`config.mk`:
```
export PLATFORM = sky130hd
export DESIGN_NAME = tone_sequencer_flat
export DESIGN_NICKNAME = d
export VERILOG_FILES = /design/src/rtl/tone_pkg.sv /design/src/rtl/tone_if.sv /design/src/rtl/tone_rom.sv /design/src/rtl/tone_sequencer.sv /design/src/flat_wrapper.sv
export SDC_FILE = /design/constraint.sdc
export NUM_CORES = 1
export LEC_CHECK = 0
export BUFFER_PORTS_ARGS = -buffer_cell sky130_fd_sc_hd__buf_2
export CORE_AREA = 10 10 104 106
export CTS_CLUSTER_SIZE = 14
export DETAILED_ROUTE_END_ITERATION = 6
export DIE_AREA = 0 0 114 116
export GPL_TIMING_DRIVEN = 0
export HOLD_SLACK_MARGIN = 0.1
export PLACE_DENSITY = 0.83
export SLEW_MARGIN = 10
export SYNTH_ARGS = -nofsm -noshare
export SYNTH_HDL_FRONTEND = slang
export SYNTH_SLANG_ARGS = --single-unit
```
`constraint.sdc`:
```
create_clock -name clk -period 3.7 [get_ports clk]
set_input_delay 0.555 -clock clk [delete_from_list [all_inputs] [get_ports clk]]
set_output_delay 0.555 -clock clk [all_outputs]
set_load 0.02 [all_outputs]
```
`src/rtl/tone_pkg.sv`:
```
// Shared types and constants for the tone sequencer: state encoding, ROM field
// widths, end/rest markers and the safe non-zero frequency.
package tone_pkg;

  typedef enum logic [1:0] {IDLE, PLAY, GAP} state_t;

  localparam int FREQ_W = 16;
  localparam int LEN_W  = 4;
  localparam int DUTY_W = 10;

  localparam logic [LEN_W-1:0]  END_LEN   = '0;
  localparam logic [FREQ_W-1:0] REST_FREQ = '0;
  localparam logic [31:0]       SAFE_FREQ = 32'd1;

  // Counter width that stays at least one bit even for a modulus of 1.
  function automatic int cnt_width(input int n);
    return (n > 1) ? $clog2(n) : 1;
  endfunction

endpackage

```
`src/rtl/tone_if.sv`:
```
// Control/status bundle between a melody controller (master) and the
// sequencer (slave); freq/duty go straight on to the PWM stage.
interface tone_if #(parameter int DEPTH = 32);
  import tone_pkg::*;

  logic                     start;
  logic                     stop;
  logic                     loop_en;
  logic [DUTY_W-1:0]        volume;
  logic [31:0]              freq;
  logic [DUTY_W-1:0]        duty;
  logic                     busy;
  logic                     done;
  logic [$clog2(DEPTH)-1:0] note_idx;

  modport master (
    output start, stop, loop_en, volume,
    input  freq, duty, busy, done, note_idx
  );

  modport slave (
    input  start, stop, loop_en, volume,
    output freq, duty, busy, done, note_idx
  );

endinterface

```
`src/rtl/tone_rom.sv`:
```
// Melody ROM: combinational {f, len} lookup by note index.
module tone_rom
  import tone_pkg::*;
#(
  parameter int DEPTH = 32
) (
  input  logic [$clog2(DEPTH)-1:0] idx,
  output logic [FREQ_W-1:0]        f,
  output logic [LEN_W-1:0]         len
);

  always_comb begin
    f   = REST_FREQ;
    len = END_LEN;
    case (int'(idx))
      0: begin f = 16'd440; len = 4'd2; end
      1: begin f = 16'd0;   len = 4'd1; end
      2: begin f = 16'd523; len = 4'd1; end
      default: ;
    endcase
  end

endmodule

```
`src/rtl/tone_sequencer.sv`:
```
// Melody sequencer driving the PWM stage through PLAY/GAP per ROM entry.
// Optional build macro TONE_FADE_EN: duty decays by ~25% on each beat wrap.
module tone_sequencer
  import tone_pkg::*;
#(
  parameter int CLK_HZ  = 100_000_000,
  parameter int BEAT_HZ = 8,
  parameter int GAP_CYC = 2_000_000,
  parameter int DEPTH   = 32
) (
  input  logic  clk,
  input  logic  rst,
  tone_if.slave bus
);

  localparam int BEAT_CYC = CLK_HZ / BEAT_HZ;
  localparam int SUB_W    = cnt_width(BEAT_CYC);
  localparam int GAP_W    = cnt_width(GAP_CYC);
  localparam int IDX_W    = $clog2(DEPTH);

  localparam logic [SUB_W-1:0] SUB_LAST = SUB_W'(BEAT_CYC - 1);
  localparam logic [GAP_W-1:0] GAP_LAST = GAP_W'(GAP_CYC - 1);
  localparam logic [IDX_W-1:0] IDX_LAST = IDX_W'(DEPTH - 1);

  state_t            state_q, state_d;
  logic [31:0]       freq_q, freq_d;
  logic [DUTY_W-1:0] duty_q, duty_d;
  logic              done_q, done_d;
  logic [IDX_W-1:0]  idx_q, idx_d;
  logic [SUB_W-1:0]  sub_q, sub_d;
  logic [LEN_W-1:0]  beat_q, beat_d;
  logic [LEN_W-1:0]  len_q, len_d;
  logic [GAP_W-1:0]  gap_q, gap_d;

  logic [IDX_W-1:0]  next_idx;
  logic [FREQ_W-1:0] next_f, first_f, load_f;
  logic [LEN_W-1:0]  next_len, first_len, load_len;
  logic              next_ok, first_ok, use_next, load;

  assign next_idx = idx_q + IDX_W'(1);

  tone_rom #(.DEPTH(DEPTH)) u_rom_next (
    .idx (next_idx),
    .f   (next_f),
    .len (next_len)
  );

  tone_rom #(.DEPTH(DEPTH)) u_rom_first (
    .idx ('0),
    .f   (first_f),
    .len (first_len)
  );

  assign next_ok  = (idx_q != IDX_LAST) && (next_len != END_LEN);
  assign first_ok = (first_len != END_LEN);
  assign use_next = (state_q == GAP) && next_ok;
  assign load_f   = use_next ? next_f : first_f;
  assign load_len = use_next ? next_len : first_len;

  always_ff @(posedge clk or negedge rst) begin
    if (!rst) begin
      state_q <= IDLE;
      freq_q  <= SAFE_FREQ;
      duty_q  <= '0;
      done_q  <= 1'b0;
      idx_q   <= '0;
      sub_q   <= '0;
      beat_q  <= '0;
      len_q   <= '0;
      gap_q   <= '0;
    end else begin
      state_q <= state_d;
      freq_q  <= freq_d;
      duty_q  <= duty_d;
      done_q  <= done_d;
      idx_q   <= idx_d;
      sub_q   <= sub_d;
      beat_q  <= beat_d;
      len_q   <= len_d;
      gap_q   <= gap_d;
    end
  end

  always_comb begin
    state_d = state_q;
    freq_d  = freq_q;
    duty_d  = duty_q;
    done_d  = 1'b0;
    idx_d   = idx_q;
    sub_d   = sub_q;
    beat_d  = beat_q;
    len_d   = len_q;
    gap_d   = gap_q;
    load    = 1'b0;

    case (state_q)
      IDLE: begin
        if (bus.start && !bus.stop) begin
          idx_d = '0;
          if (first_ok) load = 1'b1;
          else          done_d = 1'b1;
        end
      end
      PLAY: begin
        if (bus.stop) begin
          state_d = IDLE;
          duty_d  = '0;
        end else if (sub_q == SUB_LAST) begin
          sub_d = '0;
          if (beat_q + LEN_W'(1) == len_q) begin
            state_d = GAP;
            duty_d  = '0;
            gap_d   = '0;
          end else begin
            beat_d = beat_q + LEN_W'(1);
`ifdef TONE_FADE_EN
            duty_d = duty_q - (duty_q >> 2);
`endif
          end
        end else begin
          sub_d = sub_q + SUB_W'(1);
        end
      end
      GAP: begin
        if (bus.stop) begin
          state_d = IDLE;
          duty_d  = '0;
        end else if (gap_q == GAP_LAST) begin
          // A finished melody wraps to entry 0 when looping, else reports done.
          if (next_ok) begin
            idx_d = next_idx;
            load  = 1'b1;
          end else if (bus.loop_en && first_ok) begin
            idx_d = '0;
            load  = 1'b1;
          end else begin
            state_d = IDLE;
            duty_d  = '0;
            done_d  = 1'b1;
          end
        end else begin
          gap_d = gap_q + GAP_W'(1);
        end
      end
      default: state_d = IDLE;
    endcase

    if (load) begin
      state_d = PLAY;
      freq_d  = (load_f == REST_FREQ) ? SAFE_FREQ : {16'd0, load_f};
      duty_d  = (load_f == REST_FREQ) ? '0 : bus.volume;
      sub_d   = '0;
      beat_d  = '0;
      len_d   = load_len;
    end
  end

  assign bus.freq     = freq_q;
  assign bus.duty     = duty_q;
  assign bus.busy     = (state_q != IDLE);
  assign bus.done     = done_q;
  assign bus.note_idx = idx_q;

endmodule
```
`src/flat_wrapper.sv`:
```
// flat-port wrapper written by rule: the top's interface ports become plain ports
module tone_sequencer_flat import tone_pkg::*;
#(
  parameter int CLK_HZ  = 100_000_000,
  parameter int BEAT_HZ = 8,
  parameter int GAP_CYC = 2_000_000,
  parameter int DEPTH   = 32
)
  (clk, rst, bus_start, bus_stop, bus_loop_en, bus_volume, bus_freq, bus_duty, bus_busy, bus_done, bus_note_idx);
  tone_if #(.DEPTH(DEPTH)) bus_i ();
  input  logic clk;
  input  logic rst;
  input wire logic [$bits(bus_i.start)-1:0] bus_start;
  input wire logic [$bits(bus_i.stop)-1:0] bus_stop;
  input wire logic [$bits(bus_i.loop_en)-1:0] bus_loop_en;
  input wire logic [$bits(bus_i.volume)-1:0] bus_volume;
  output wire logic [$bits(bus_i.freq)-1:0] bus_freq;
  output wire logic [$bits(bus_i.duty)-1:0] bus_duty;
  output wire logic [$bits(bus_i.busy)-1:0] bus_busy;
  output wire logic [$bits(bus_i.done)-1:0] bus_done;
  output wire logic [$bits(bus_i.note_idx)-1:0] bus_note_idx;
  assign bus_i.start = bus_start;
  assign bus_i.stop = bus_stop;
  assign bus_i.loop_en = bus_loop_en;
  assign bus_i.volume = bus_volume;
  assign bus_freq = bus_i.freq;
  assign bus_duty = bus_i.duty;
  assign bus_busy = bus_i.busy;
  assign bus_done = bus_i.done;
  assign bus_note_idx = bus_i.note_idx;
  tone_sequencer #(.CLK_HZ(CLK_HZ), .BEAT_HZ(BEAT_HZ), .GAP_CYC(GAP_CYC), .DEPTH(DEPTH)) u_core (.clk(clk), .rst(rst), .bus(bus_i));
endmodule
```
Word level (Yosys, flattened, before mapping) --
Index checks and enable logic that the tools add are counted.
Operators by class: $add $sub $neg 4, multiplexer cells 56, reductions and logical operators 21, eq/ne operators 24
Operators with widths (number):
- 21-bit two-way mux | 5
- 10-bit two-way mux | 10
- 24-bit two-way mux | 4
- 21-bit case mux with 2 select lines | 1
- 10-bit case mux with 2 select lines | 2
- 5-bit two-way mux | 5
- 24-bit by 1-bit adder with 24-bit output (second input constant) | 1
- 24-bit equality test (second input constant) | 1
- 21-bit by 1-bit adder with 21-bit output (second input constant) | 1
- 21-bit equality test (second input constant) | 1
- 4-bit two-way mux | 5
- 2-bit two-way mux | 9
- 6-bit AND reduction | 3
- 16-bit logical NOT | 1
- 16-bit two-way mux | 1
- 2-bit by 1-bit != test with 1-bit output (second input constant) | 6
- 1-bit two-way mux | 10
- 5-bit case mux with 2 select lines | 1
- 2-bit nonzero test | 5
- 2-bit != test (second input constant) | 4
- 4-bit by 2-bit != test with 1-bit output (second input constant) | 2
- 4-bit by 3-bit != test with 1-bit output (second input constant) | 2
- 2-bit case mux with 3 select lines | 1
- 5-bit by 1-bit adder with 5-bit output (second input constant) | 1
- 21 further kinds | 23
Storage, ports and cells: word-level logic and storage cells 114, output and inout port bits 49, input bits 15, register bits 103

Depth between registers and ports, before layout --
depth in word-level cells 12, depth in mapped cells 10, depth with buffers taken out 8

Hierarchy --
A second synthesis with hierarchy kept.
Unflattened totals: cell total of the unflattened synthesis 592, area total of the unflattened synthesis 5166.2 µm²
Modules (own cells, without submodules):
- tone_sequencer | times used 1, sequential area each 2178.3 µm², cells each 548, area an instance 4835.9 µm²
- tone_rom | times used 2, sequential area each 0.0 µm², cells each 22, area an instance 165.2 µm²

Worst setup path after synthesis --
OpenSTA, ideal clock, no wires.
kind register -> register, from register u_core.idx_q[0], in the netlist u_core.bus.note_idx[0], to register u_core.sub_q[10], period minus slack after synthesis 2902 ps, required time 3574 ps, path slack 798 ps, cell stages (with the launch flop) 11, library setup time 126 ps, arrival 2776 ps, buffers on the path 2, cell sequence dfrtp_1 ha_1 and3_1 ha_1 or3_4 o21a_1 buf_6 o21a_1 or2_4 buf_6 a221o_1
Between the ends: longest elaborated chain between the ends 12, elaborated cells between the ends (all ways) 17, classes of those cells add/sub (1); eq/ne (4); mux (6); reduce/logical (6)
RTL lines:
- start, declared | line tone_sequencer.sv:29 | logic [IDX_W-1:0] idx_q, idx_d;
- start signal, assigned | line tone_sequencer.sv:76 | idx_q <= idx_d;
- 5-bit by 1-bit adder with 5-bit output | line tone_sequencer.sv:40 | assign next_idx = idx_q + IDX_W'(1);
- 5-bit by 2-bit equality test with 1-bit output or 5-bit by 1-bit equality test with 1-bit output (tied branches) | line tone_rom.sv:15 | case (int'(idx))
- 2-bit OR reduction (no line)
- 2-bit case mux with 2 select lines | line tone_rom.sv:15
- 4-bit nonzero test | line tone_sequencer.sv:54 | assign next_ok = (idx_q != IDX_LAST) && (next_len != END_LEN);
- 1-bit logical AND (*) | line tone_sequencer.sv:54
- 1-bit two-way mux (*) | line tone_sequencer.sv:130 | if (next_ok) begin
- 1-bit two-way mux (*) | line tone_sequencer.sv:128 | end else if (gap_q == GAP_LAST) begin
- 1-bit two-way mux (*) | line tone_sequencer.sv:125 | if (bus.stop) begin
- 1-bit case mux with 2 select lines (*) | line tone_sequencer.sv:96 | case (state_q)
- 2-bit by 1-bit != test with 1-bit output (no line) or 2-bit nonzero test (tied branches)
- 2-bit AND reduction (no line)
- end signal, assigned | line tone_sequencer.sv:77 | sub_q <= sub_d;
- end, declared | line tone_sequencer.sv:30 | logic [SUB_W-1:0] sub_q, sub_d;
Mark *: on every way between the ends. The rest lies on a longest branch, timed or not. A chain may end at the register's enable or synchronous reset.

Worst setup path in the final report --
from register u_core.idx_q[0], in the netlist u_core.bus.note_idx[0], to register u_core.sub_q[6]
Same word-level chain as after synthesis.

==> out/metrics.yaml <==
layout:
  n_antenna_cell: 0
  syn2layout_area_growth_pct: 14.6
  nets: 555
  mostFrequentLayoutCells: "72 x dfrtp_1, 46 x buf_2, 34 x nand2_1"
  layout_commonest_cell: "dfrtp_1"
  finish.utilization_pct: 57.5
  drive_gt1_share_pct: 21.7
timing:
  maxSlewViolCount: 0
  finalCritPeriodShare_pct: 84.4
  slew_headroom_pct: 44.2
  fin_crit_ps: 3120
  rsz0062_at_grt: "false"
  finalSetupTns_ps: 0
  setup_viol: 0
  fmax_mhz: 320
  hold_viol_final: 0
  finClkSkew_ps: 11.6
  worst_slew_pin_slew_ps: 826
routing:
  dr.pass1.iters: 7
  via_count: 3732
  totalWireLength_um: 10500
  viasPerCell: 5.81
  wire_per_inst_um: 16.4
  drc_errors: 0
  drtIter0Drc: 297
  ant_nets: 0
setup_path:
  critical_path_arrival_ps: 3370
  end_kind: "flip-flop"
  r2r_cells: 10
  crit_buf_inv: 2
  r2r_end: "u_core.sub_q[6]$_DFFE_PN0P_"
  cp_max_fo: 10
  crit_type: "reg -> reg"
  crit_path_start_kind: "flip-flop"
  cpMaxStageDelayCell: "dfrtp_1"
  crit_chain: "ha_1 > and3_1 > ha_1 > or3_4 > o21a_1 > buf_6 > o211ai_2 > buf_2 > nor3_1 > a211o_1"
  crit_required_ps: 3940
  r2r-start: "u_core.bus.note_idx[0]$_DFFE_PN0P_"
  timing.reg2reg.setup_slack_ps: 580
  cpMostUsedCell: "ha_1"
  critPathTopFamily: "compound AO/OA/AOI/OAI gates"
  slowest_delay_ps: 470
clock_network:
  clk_path_buf_depth: 2
  clkLatencyLatePin_ps: 360
  hold_buffers: 0
  cts_tree: "done"
  root_buffer: "clkbuf_8"
  post-cts-setup-buffers: 0
  htree_levels: 3
  clk_pin_slew_ps: 90
  cts_buffers: 9
  clock_sinks: 73
  cts_resized: 0
die:
  die_area_um2: 13200
  io-pin-count: 64
  die_x_um: 114
  die_y_um: 116
  rows: 34
  core_um2: 8680
  start_util_pct: 50.2
power:
  power_mw: 2.25
  p_leak_nw: 2.42
  ir_drop_mv: 0.244
  power.density_nw_per_um2: 451
synthesis:
  ys_seq_elements: 73
  synth_area_um2: 4360
  ys.warnings.count: 0
  ys_seq_area_share_pct: 42.0
  async_flop_share_pct: 100
  synth_edf_count: 0
  synth_cell_types: 63
  ys.flop_type: "dfrtp_1"
  synth.avg_cell_area_um2: 9.57
  syn_inst: 455
placement:
  dp_hpwl_um: 7680
  port_buffers: 39
  gp_congestion: 0.842
run_status:
  status: "finished clean"
run:
  cap_violations: 0
grt:
  grt_pass1_wl_um: 17500
  grt_max_degree: 41
  grt_use_total_pct: 15.9
  antenna_found_initial: 0
  overflow: 0
  grt_pass1_vias: 3579
hold_path:
  hp-class: "in -> async"
synthesized netlist by cell type (2+ instances only):
cell / n / area, um^2
nor3b_1: 4 / 30.0
or3_1: 10 / 62.6
clkbuf_1: 6 / 22.5
nand2b_1: 4 / 25.0
a211o_1: 10 / 87.6
nand3_1: 23 / 115
dfrtp_1: 72 / 1800
and3_1: 19 / 119
buf_4: 28 / 210
a21boi_0: 2 / 15.0
inv_1: 15 / 56.3
buf_2: 8 / 40.0
o211a_1: 2 / 20.0
a221o_1: 9 / 90.1
nand4_1: 5 / 31.3
or2_2: 5 / 31.3
a2111oi_2: 6 / 90.1
nor4_1: 4 / 25.0
and2_1: 5 / 31.3
nor2_1: 30 / 113
a21oi_1: 10 / 50.1
nor4b_1: 3 / 26.3
a21o_1: 3 / 22.5
nor3_1: 19 / 95.1
nand2_1: 34 / 128
nand3b_1: 2 / 15.0
buf_6: 2 / 22.5
a211oi_1: 4 / 30.0
a22o_1: 12 / 105
or4_1: 2 / 15.0
o21ai_0: 17 / 85.1
and3b_1: 2 / 17.5
xor2_1: 4 / 35.0
xnor2_1: 12 / 105
and4_1: 6 / 52.6
nor2b_1: 8 / 50.1
ha_1: 11 / 138
o211ai_1: 7 / 52.6
o21a_1: 6 / 45.0
metrics by stage:
stage	hold slack [ps]	setup WS [ps]	std cells	area [um^2]
6_report	130	576	642	4990
5_1_grt	152	442	642	4990
4_1_cts	144	599	642	4990
3_5_place_dp	486	635	626	4790
3_3_place_gp	484	649	625	4770
2_1_floorplan	259	798	478	4440
cell families (layout without fill, tap and decap cells):
family	count (synthesis)	after routing	share of synthesized area [%]
buffers and inverters	59	115	8.07
multiplexers	2	2	0.488
AND/OR/NAND/NOR	191	191	24.0
adder cells (fa/ha/maj)	11	11	3.16
XOR/XNOR	16	16	3.22
other	1	24	0.0861
flip-flops	73	73	42.0
AO/OA/AOI/OAI	102	102	19.0
power by group:
| group | total, mW | leakage (nW) | switching, mW | internal [mW] |
|---|---|---|---|---|
| Clock | 0.643 | 0.0993 | 0.314 | 0.329 |
| Combinational | 0.653 | 1.33 | 0.411 | 0.242 |
| Sequential | 0.954 | 0.991 | 0.0712 | 0.883 |
| Total | 2.25 | 2.42 | 0.796 | 1.45 |
final cells by class:
cell class	count	area (um^2)
Timing Repair Buffer	40	218
Fill cell	761	3690
Buffer	44	295
Multi-Input combinational cell	346	2260
Clock buffer	11	141
Tap cell	108	135
Inverter	15	56.3
Sequential cell	73	1830
Clock inverter	5	56.3
sequential cells by signal, indices dropped and copies added (netlist names):
signal and flops:
u_core.sub_q 24, u_core.gap_q 21, u_core.bus.duty 10, u_core.bus.note_idx 5, u_core.beat_q 4, u_core.bus.freq 4, u_core.len_q 2, u_core.state_q 2
u_core.bus.done 1
per-layer routing:
| metal | wire length, um | part of all wire [%] | vias up | track usage, % |
|---|---|---|---|---|
| met3 | 704 | 6.7 | 16 | 5.32 |
| met4 | 124 | 1.2 | 0 | 4.76 |
| met5 | 0 | 0 | - | 0 |
| met2 | 5340 | 51 | 99 | 26.7 |
| li1 | - | - | 1777 | - |
| met1 | 4360 | 41 | 1840 | 18.9 |
worst register-to-register path, cell delays in order, from the launching register on:
cell	delay [ps]
dfrtp_1	470
ha_1	260
and3_1	190
ha_1	280
or3_4	410
o21a_1	190
buf_6	130
o211ai_2	410
buf_2	330
nor3_1	80
a211o_1	260
how the worst max path moves through the flow:
| stage | endpoint | startpoint | depth (start not counted) |
|---|---|---|---|
| final | u_core.sub_q[6]$_DFFE_PN0P_ | u_core.bus.note_idx[0]$_DFFE_PN0P_ | 10 |
| after global routing | u_core.sub_q[15]$_DFFE_PN0P_ | u_core.bus.note_idx[0]$_DFFE_PN0P_ | 10 |
| after CTS | u_core.sub_q[15]$_DFFE_PN0P_ | u_core.bus.note_idx[0]$_DFFE_PN0P_ | 10 |
| after detailed placement | u_core.sub_q[15]$_DFFE_PN0P_ | u_core.bus.note_idx[0]$_DFFE_PN0P_ | 10 |
| after global placement | u_core.sub_q[6]$_DFFE_PN0P_ | u_core.bus.note_idx[0]$_DFFE_PN0P_ | 10 |
| after floorplan | u_core.sub_q[10]$_DFFE_PN0P_ | u_core.bus.note_idx[0]$_DFFE_PN0P_ | 10 |
No activity file was read; power rests on OpenSTA's default activity.
